**config.mk**
```make
export PLATFORM = sky130hd
export DESIGN_NAME = led_fade_ctrl_flat
export DESIGN_NICKNAME = d
export VERILOG_FILES = /design/src/rtl/led_fade_ctrl_if.sv /design/src/rtl/led_fade_ctrl.sv /design/src/flat_wrapper.sv
export SDC_FILE = /design/constraint.sdc
export NUM_CORES = 1
export LEC_CHECK = 0
export ABC_AREA = 1
export BUFFER_PORTS_ARGS = -buffer_cell sky130_fd_sc_hd__buf_2
export CORE_AREA = 4 4 174 92
export CTS_CLUSTER_SIZE = 10
export DETAILED_ROUTE_END_ITERATION = 7
export DIE_AREA = 0 0 178 96
export GPL_ROUTABILITY_DRIVEN = 0
export PLACE_DENSITY = 0.61
export RECOVER_POWER = 25
export SYNTH_ARGS = -nofsm -noshare
export SYNTH_HDL_FRONTEND = slang
export SYNTH_SLANG_ARGS = --single-unit
```
**constraint.sdc**
```tcl
create_clock -name clk -period 5.66 [get_ports clk]
set_input_delay 0.566 -clock clk [delete_from_list [all_inputs] [get_ports clk]]
set_output_delay 0.566 -clock clk [all_outputs]
set_load 0.01 [all_outputs]
```
**src/rtl/led_fade_ctrl_if.sv**
```systemverilog
// Command/status bundle between a fade sequencer client and led_fade_ctrl.
// master drives the requests and configuration; slave returns duty/busy/done.
interface led_fade_ctrl_if #(
  parameter int DUTY_W = 14,
  parameter int HOLD_W = 8,
  parameter int CYC_W  = 8
);
  logic              start;
  logic              stop;
  logic              period_tick;
  logic [DUTY_W-1:0] step;
  logic [DUTY_W-1:0] max_duty;
  logic [HOLD_W-1:0] hold;
  logic [CYC_W-1:0]  cycles;
  logic [DUTY_W-1:0] duty;
  logic              busy;
  logic              done;

  modport master (
    output start, stop, period_tick, step, max_duty, hold, cycles,
    input  duty, busy, done
  );

  modport slave (
    input  start, stop, period_tick, step, max_duty, hold, cycles,
    output duty, busy, done
  );
endinterface

```
**src/rtl/led_fade_ctrl.sv**
```systemverilog
// LED fade sequencer: ramps a PWM duty value up/down on PWM period ticks,
// dwelling at top and bottom, for a set number of cycles or until stopped.
module led_fade_ctrl #(
  parameter int DUTY_W = 14,
  parameter int HOLD_W = 8,
  parameter int CYC_W  = 8
) (
  input logic             clk,
  input logic             rst,
  led_fade_ctrl_if.slave  fade
);

  typedef enum logic [2:0] {
    IDLE,
    RAMP_UP,
    HOLD_HI,
    RAMP_DN,
    HOLD_LO
  } state_t;

  state_t            state;
  logic [DUTY_W-1:0] duty_r;
  logic [DUTY_W-1:0] step_r;
  logic [DUTY_W-1:0] max_r;
  logic [HOLD_W-1:0] hold_r;
  logic [HOLD_W-1:0] hold_cnt;
  logic [CYC_W-1:0]  cycles_r;
  logic [CYC_W-1:0]  cyc_cnt;
  logic              busy_r;
  logic              done_r;
  logic              stop_pend;

  logic [DUTY_W:0]   up_sum;
  logic              up_hit;
  logic              dn_hit;
  logic [DUTY_W-1:0] dn_val;
  logic              stop_eff;
  logic              hold_done;
  logic [CYC_W:0]    cyc_next;
  logic              last_cycle;
  logic              cfg_bad;
  logic              do_down;

  // One extra bit on the ramp-up sum so a large step cannot wrap past the ceiling.
  assign up_sum     = {1'b0, duty_r} + {1'b0, step_r};
  assign up_hit     = up_sum >= {1'b0, max_r};
  assign dn_hit     = duty_r <= step_r;
  assign dn_val     = duty_r - step_r;
  assign stop_eff   = stop_pend | fade.stop;
  assign hold_done  = hold_cnt == hold_r;
  assign cyc_next   = {1'b0, cyc_cnt} + {{CYC_W{1'b0}}, 1'b1};
  assign last_cycle = (cycles_r != '0) && (cyc_next == {1'b0, cycles_r});
  assign cfg_bad    = (fade.step == '0) || (fade.max_duty == '0);

  // A pending stop turns the upper half of the sequence into a ramp-down step.
  assign do_down = fade.period_tick &&
                   ((state == RAMP_DN) ||
                    (stop_eff && ((state == RAMP_UP) || (state == HOLD_HI))));

  always_ff @(posedge clk or posedge rst) begin
    if (rst) begin
      state     <= IDLE;
      duty_r    <= '0;
      step_r    <= '0;
      max_r     <= '0;
      hold_r    <= '0;
      hold_cnt  <= '0;
      cycles_r  <= '0;
      cyc_cnt   <= '0;
      busy_r    <= 1'b0;
      done_r    <= 1'b0;
      stop_pend <= 1'b0;
    end else begin
      done_r <= 1'b0;
      if (state == IDLE) begin
        duty_r <= '0;
        if (fade.start && !fade.stop) begin
          step_r   <= fade.step;
          max_r    <= fade.max_duty;
          hold_r   <= fade.hold;
          cycles_r <= fade.cycles;
          hold_cnt <= '0;
          cyc_cnt  <= '0;
          if (cfg_bad) begin
            done_r <= 1'b1;
          end else begin
            state  <= RAMP_UP;
            busy_r <= 1'b1;
          end
        end
      end else begin
        if (fade.stop) begin
          stop_pend <= 1'b1;
        end
        if (do_down) begin
          if (dn_hit) begin
            duty_r   <= '0;
            hold_cnt <= '0;
            if (stop_eff) begin
              state     <= IDLE;
              busy_r    <= 1'b0;
              done_r    <= 1'b1;
              stop_pend <= 1'b0;
            end else begin
              state <= HOLD_LO;
            end
          end else begin
            duty_r <= dn_val;
            state  <= RAMP_DN;
          end
        end else if (fade.period_tick) begin
          case (state)
            RAMP_UP: begin
              if (up_hit) begin
                duty_r   <= max_r;
                hold_cnt <= '0;
                state    <= HOLD_HI;
              end else begin
                duty_r <= up_sum[DUTY_W-1:0];
              end
            end
            HOLD_HI: begin
              if (hold_done) begin
                state <= RAMP_DN;
              end else begin
                hold_cnt <= hold_cnt + 1'b1;
              end
            end
            HOLD_LO: begin
              if (stop_eff || (hold_done && last_cycle)) begin
                state     <= IDLE;
                busy_r    <= 1'b0;
                done_r    <= 1'b1;
                stop_pend <= 1'b0;
              end else if (hold_done) begin
                // Endless mode parks the counter at all-ones instead of wrapping.
                if (cyc_cnt != '1) begin
                  cyc_cnt <= cyc_cnt + 1'b1;
                end
                state <= RAMP_UP;
              end else begin
                hold_cnt <= hold_cnt + 1'b1;
              end
            end
            default: ;
          endcase
        end
      end
    end
  end

  assign fade.duty = duty_r;
  assign fade.busy = busy_r;
  assign fade.done = done_r;

endmodule
```
**src/flat_wrapper.sv**
```systemverilog
// flat-port wrapper written by rule: the top's interface ports become plain ports
module led_fade_ctrl_flat 
#(
  parameter int DUTY_W = 14,
  parameter int HOLD_W = 8,
  parameter int CYC_W  = 8
)
  (clk, rst, fade_start, fade_stop, fade_period_tick, fade_step, fade_max_duty, fade_hold, fade_cycles, fade_duty, fade_busy, fade_done);
  led_fade_ctrl_if #(.DUTY_W(DUTY_W), .HOLD_W(HOLD_W), .CYC_W(CYC_W)) fade_i ();
  input logic clk;
  input logic rst;
  input wire logic [$bits(fade_i.start)-1:0] fade_start;
  input wire logic [$bits(fade_i.stop)-1:0] fade_stop;
  input wire logic [$bits(fade_i.period_tick)-1:0] fade_period_tick;
  input wire logic [$bits(fade_i.step)-1:0] fade_step;
  input wire logic [$bits(fade_i.max_duty)-1:0] fade_max_duty;
  input wire logic [$bits(fade_i.hold)-1:0] fade_hold;
  input wire logic [$bits(fade_i.cycles)-1:0] fade_cycles;
  output wire logic [$bits(fade_i.duty)-1:0] fade_duty;
  output wire logic [$bits(fade_i.busy)-1:0] fade_busy;
  output wire logic [$bits(fade_i.done)-1:0] fade_done;
  assign fade_i.start = fade_start;
  assign fade_i.stop = fade_stop;
  assign fade_i.period_tick = fade_period_tick;
  assign fade_i.step = fade_step;
  assign fade_i.max_duty = fade_max_duty;
  assign fade_i.hold = fade_hold;
  assign fade_i.cycles = fade_cycles;
  assign fade_duty = fade_i.duty;
  assign fade_busy = fade_i.busy;
  assign fade_done = fade_i.done;
  led_fade_ctrl #(.DUTY_W(DUTY_W), .HOLD_W(HOLD_W), .CYC_W(CYC_W)) u_core (.clk(clk), .rst(rst), .fade(fade_i));
endmodule
```
# ---- Yosys cells after proc, flatten, opt, wreduce, memory -nomap -nowiden
# Index checks and enable logic that the tools add are counted.
dict set report word_totals {
  out_inout_bits 16
  n_memories 0
  in_bits 49
  latchBits 0
  wordCells 124
  mem_bits_ro 0
  mem_bits_rw 0
  register_bits 80
}
dict set report classes {
  n_addsub 5
  shift 0
  bitwise_logic 1
  multipliers 0
  magnitude_cmp 2
  n_div 0
  n_eq_ne 17
  n_mux 59
  n_reduce_logical 29
}
# op n
set ops {}
lappend ops {{8-bit two-way mux} 15}
lappend ops {{14-bit two-way mux} 6}
lappend ops {{3-bit two-way mux} 11}
lappend ops {{14-bit logical NOT} 2}
lappend ops {{1-bit two-way mux} 25}
lappend ops {{8-bit case mux with 3 select lines} 1}
lappend ops {{7-bit AND reduction} 3}
lappend ops {{8-bit by 1-bit adder with 8-bit output, second input constant} 2}
lappend ops {{14-bit by 14-bit adder with 15-bit output} 1}
lappend ops {{15-bit by 14-bit greater-or-equal comparator with 1-bit output} 1}
lappend ops {{14-bit <= comparator} 1}
lappend ops {{14-bit subtractor} 1}
lappend ops {{4-bit by 2-bit inequality test with 1-bit output, second input constant} 3}
lappend ops {{3-bit nonzero test} 4}
lappend ops {{8-bit by 1-bit adder with 9-bit output, second input constant} 1}
lappend ops {{9-bit by 8-bit == test with 1-bit output} 1}
lappend ops {{3-bit case mux with 3 select lines} 1}
lappend ops {{8-bit == test} 1}
lappend ops {{8-bit inequality test, second input constant} 1}
lappend ops {{2-bit nonzero test} 4}
lappend ops {{8-bit nonzero test} 1}
lappend ops {{3-bit by 2-bit == test with 1-bit output, second input constant} 2}
lappend ops {{2-bit inequality test, second input constant} 3}
lappend ops {{3-bit by 2-bit inequality test with 1-bit output, second input constant} 2}
lappend ops {{other kinds (12)} 20}

# ---- Logic depth before layout (Yosys ltp)
dict set report logic_depth {
  ltp_word 10
  ltp_mapped 27
  depth_no_buf 25
}

# ---- Worst setup path before layout
# OpenSTA, ideal clock, no wires.
dict set report synth_path {
  path_type {reg2reg}
  from {register u_core.duty_r[0] (netlist: u_core.fade.duty[0])}
  to {register u_core.hold_cnt[5]}
  n_path_buf 0
  required_ns 5.539
  setup_ns 0.121
  period_less_slack_ns 3.167
  stages_incl_launch_ff 20
  arrival_ns 3.045
  slack_ns 2.493
  cell_sequence {dfrtp_1 ha_1 inv_1 fa_1 nand3b_1 nand3_1 xor2_1 inv_1 ha_1 a21o_1 nor2_1 nand2_1 a21boi_0 nand2_1 nand2_1 nand4_1 nor2_4 nor2_8 nand2_2 nand2_1}
}
dict set report synth_between {
  elab_chain_cells 4
  word_cells_on_any_way 6
  classes_between {add/sub (1); order compare (2); eq/ne (2); reduce/logical (1)}
}
# item line_no
set synth_lines {}
lappend synth_lines {{start: declaration} led_fade_ctrl.sv:22} ;# logic [DUTY_W-1:0] duty_r;
lappend synth_lines {{start signal: assignment} led_fade_ctrl.sv:108} ;# duty_r <= dn_val;
lappend synth_lines {{start signal: assignment} led_fade_ctrl.sv:115} ;# duty_r <= max_r;
lappend synth_lines {{start signal: assignment} led_fade_ctrl.sv:119} ;# duty_r <= up_sum[DUTY_W-1:0];
lappend synth_lines {{14-bit by 14-bit adder with 15-bit output} led_fade_ctrl.sv:45} ;# assign up_sum = {1'b0, duty_r} + {1'b0, step_r};
lappend synth_lines {{15-bit by 14-bit greater-or-equal comparator with 1-bit output} led_fade_ctrl.sv:46} ;# assign up_hit = up_sum >= {1'b0, max_r};
lappend synth_lines {{4-bit by 2-bit inequality test with 1-bit output (no line)} --}
lappend synth_lines {{6-bit AND reduction (no line) *} --}
lappend synth_lines {{end signal: assignment} led_fade_ctrl.sv:126} ;# hold_cnt <= hold_cnt + 1'b1;
lappend synth_lines {{end signal: assignment} led_fade_ctrl.sv:142} ;# hold_cnt <= hold_cnt + 1'b1;
lappend synth_lines {{end: declaration} led_fade_ctrl.sv:26} ;# logic [HOLD_W-1:0] hold_cnt;
# Every way passes the cells marked *; elsewhere a longest branch is shown, timed or not.
# A chain may end at the register's enable or synchronous reset.

# ---- Worst setup path after layout
dict set report layout_path {
  from {register u_core.step_r[1]}
  to {register u_core.hold_cnt[2]}
}
dict set report layout_between {
  elab_chain_cells 4
  word_cells_on_any_way 6
  classes_between {add/sub (1); order compare (2); eq/ne (2); reduce/logical (1)}
}
# item line_no
set layout_lines {}
lappend layout_lines {{start: declaration} led_fade_ctrl.sv:23} ;# logic [DUTY_W-1:0] step_r;
lappend layout_lines {{start signal: assignment} led_fade_ctrl.sv:78} ;# step_r <= fade.step;
lappend layout_lines {{14-bit by 14-bit adder with 15-bit output} led_fade_ctrl.sv:45}
lappend layout_lines {{15-bit by 14-bit greater-or-equal comparator with 1-bit output} led_fade_ctrl.sv:46}
lappend layout_lines {{4-bit by 2-bit inequality test with 1-bit output (no line)} --}
lappend layout_lines {{6-bit AND reduction (no line) *} --}
# Marked as above.

==> metrics.txt <==
status finished with violations; failing checks capacitance limit, slew limit; post-cts resize count 0; Slew Viols, Final 81; drt pass-1 iters 5; P&R area growth vs syn 10.78%; Synth Area in Simple Gates between 30% and 40%; worst path bufs/invs 2; Syn. warnings 0; initial core utilization 45.41%; Remaining DRCs 0; HPWL after detailed placement 12780 um; Top Family by Delay on Critical Path simple AND/OR/NAND/NOR gates; die width 178 um; most common cell after layout, fill and taps aside nand2_1; worst-path fanout max 16; Top Metal Used met5; largest net degree at the start of global routing 81; Routed met1 length 8265 um; Sinks on Clock Net 80; WL met2 7404 um; Worst Path Required ~6 ns; min Tclk post-route 4.000 ns; final net count 1088; Core ar. 0.01431 sq mm; antenna viol nets, final 0; critical path launch point type register; Clock transition at path regs 0.07 ns; clk_skew 0.005821 ns; actual slew at the worst max-slew pin 2.096 ns; share of cells above drive strength 1 between 10 and 15%; Total GRT Usage between 20% and 30%; Compound-Gate Fraction of Synth Area 12.28%; post-synthesis net count 1042; largest family of logic cells by synthesized area simple AND/OR/NAND/NOR gates; RSZ-0062 raised after global routing false; Vert. Die Dim about 96 um; Avg Synthesized Cell Area 6.864 sq um; CP max-delay cell dfrtp_1; antenna fix cells 0; Vias 6097; achievable frequency ~250 MHz; Main synth FF type dfrtp_1; Post-synth EDFFs 0; WL per Instance 14.11 um; FF+latch count, synth 80; row cnt 31; Clock Path Buffers 2; Root Buffer clkbuf_16; I/O Pins 65; type of the most critical hold path in2reg; total gr overflow 0; Clk Latency, worst-skew pair between 0.3 and 0.4 ns; Setup Viol. Count Final 0; DR iter-0 viols 447; critical-path cell list inv_1 -> ha_1 -> o21ai_0 -> nand2_1 -> o21ai_0 -> xor2_1 -> inv_1 -> ha_1 -> nand3_1 -> nor2_1 -> nand2_1 -> nand2_1 -> nand2_1 -> nand2_1 -> nand2_1 -> nand2_1 -> nand2_1 -> nand4_1 -> nor2_4 -> nor2_8 -> nand2_2 -> nand2_1; Relative slew margins -39.75%; Routed met3 length 893 um; Adder-Cell Fraction of Synth Area 9.086%; area of the mapped netlist 0.006500 sq mm; register area share after synthesis approximately 30%; mux share of post-synthesis cell area 0%; most used cell along the critical path nand2_1; number of cells produced by synthesis 947; max-cap check violation count 1; vias per inst 5.098; Synth async-reset ratio 100.0%; CTS H-tree lvls 3; slowest stage delay, CP about 0.4 ns; crit end category register; Crit Path Class reg2reg; CTS Hold Bufs 0; die area roughly 0.017 sq mm; drt total wl 16880 um; period utilization 70.67%; antenna violations before repair 1; post-CTS setup buffer count 0; number of failing hold endpoints at the final stage 0; number of global-route vias before repair around 6000; most frequent cells in the layout 291 x nand2_1, 120 x inv_1, 80 x dfrtp_1, 76 x nor2_1, 71 x o21ai_0; Crit path arrival time roughly 4.2 ns; count of cell types in the netlist 46; post-synthesis xor/xnor area fraction 2.964%; # fillers 1449; CTS tree yes; CTS Buf Count 9; wire length of the first global-routing pass 28400 um; Setup TNS 0 ns; Buffers on Ports 64
## sequential cells by signal, summed over array words and instances (netlist names)
register	cells
u_core.fade.duty	14
u_core.fade.done	1
u_core.fade.busy	1
u_core.hold_r	8
u_core.step_r	14
u_core.state	3
u_core.cycles_r	8
u_core.max_r	14
u_core.stop_pend	1
u_core.hold_cnt	8
u_core.cyc_cnt	8
## cells by family (layout without fill, tap and decap cells)
logic type      count (synthesis)  after routing
xor+xnor                       22             22
simple gates                  502            502
fa+ha+maj                      46             46
buf+inv                       161            212
flops                          80             80
compound gates                136            136
## layout make-up
cell class / instances / area (sq um) / share of cell area, %
inverters: 130 / 491.7 / 6.829
well taps: 198 / 247.7 / 3.440
clock buffers: 10 / 229.0 / 3.180
flip-flops and latches: 80 / 2002 / 27.80
repair buffers: 66 / 329.1 / 4.570
multi-input cells: 706 / 3834 / 53.24
clock inverters: 6 / 67.56 / 0.9383
## layer usage
metal | track usage [%] | up-vias
met5 | 0 | -
met4 | 5.402 | 2
met3 | 4.042 | 31
met2 | 33.31 | 145
met1 | 28.71 | 2819
li1 | - | 3100
## Yosys cell counts, types with 3 or more instances
cell / number / area share [%]
nor2_1: 77 / 4.4
inv_2: 8 / 0.46
nand2_1: 291 / 17
nand3b_1: 4 / 0.46
nand3_1: 58 / 4.5
o21bai_1: 15 / 1.7
xor2_1: 22 / 3.0
inv_1: 121 / 7.0
nor3b_1: 3 / 0.35
nor2_2: 4 / 0.38
a21oi_2: 3 / 0.40
clkbuf_1: 6 / 0.35
nor3_1: 7 / 0.54
a21o_1: 3 / 0.35
nor2_4: 4 / 0.69
o21ai_2: 10 / 1.3
o21ai_0: 71 / 5.5
ha_1: 44 / 8.5
a21oi_1: 25 / 1.9
nand2_2: 18 / 1.7
buf_2: 15 / 1.2
nand4_1: 23 / 2.2
dfrtp_1: 80 / 31
buf_4: 5 / 0.58
## final timing paths
kind | end | slack, ns | start | cells past startpoint
hold / removal | u_core.cycles_r[0] | 0.42 | fade_cycles[0] | 3
setup / recovery | u_core.hold_cnt[2] | 1.66 | u_core.step_r[1] | 22
setup reg to reg | u_core.hold_cnt[2] | 1.66 | u_core.step_r[1] | 22
hold reg to reg | u_core.fade.busy | 0.49 | u_core.fade.busy | 2
max in group asynchronous | u_core.cyc_cnt[2] | 3.45 | rst | 3
min in group asynchronous | u_core.step_r[4] | 0.98 | rst | 3
## metrics by stage
stage / hold slack (ns) / worst slack, ns / util (%) / instance area [sq um] / instances
floorplan: 0.4610 / 2.493 / - / 6500 / 947
global placement: 0.4690 / 1.905 / 48.28 / 6910 / 1180
detailed placement: 0.4802 / 1.681 / 48.28 / 6910 / 1180
CTS: 0.4128 / 1.656 / 50.35 / 7207 / 1196
global route: 0.4221 / 1.220 / 50.31 / 7201 / 1196
finish: 0.4187 / 1.660 / 50.31 / 7201 / 1196
## worst min-delay path: stages
cell and delay, ns:
buf_2 0.07, nand2_1 0.04, nand2_1 0.05
Power is left out: the tool's default activity adds up to more than one toggle a clock period on the data nets, which glitch-free logic cannot reach.
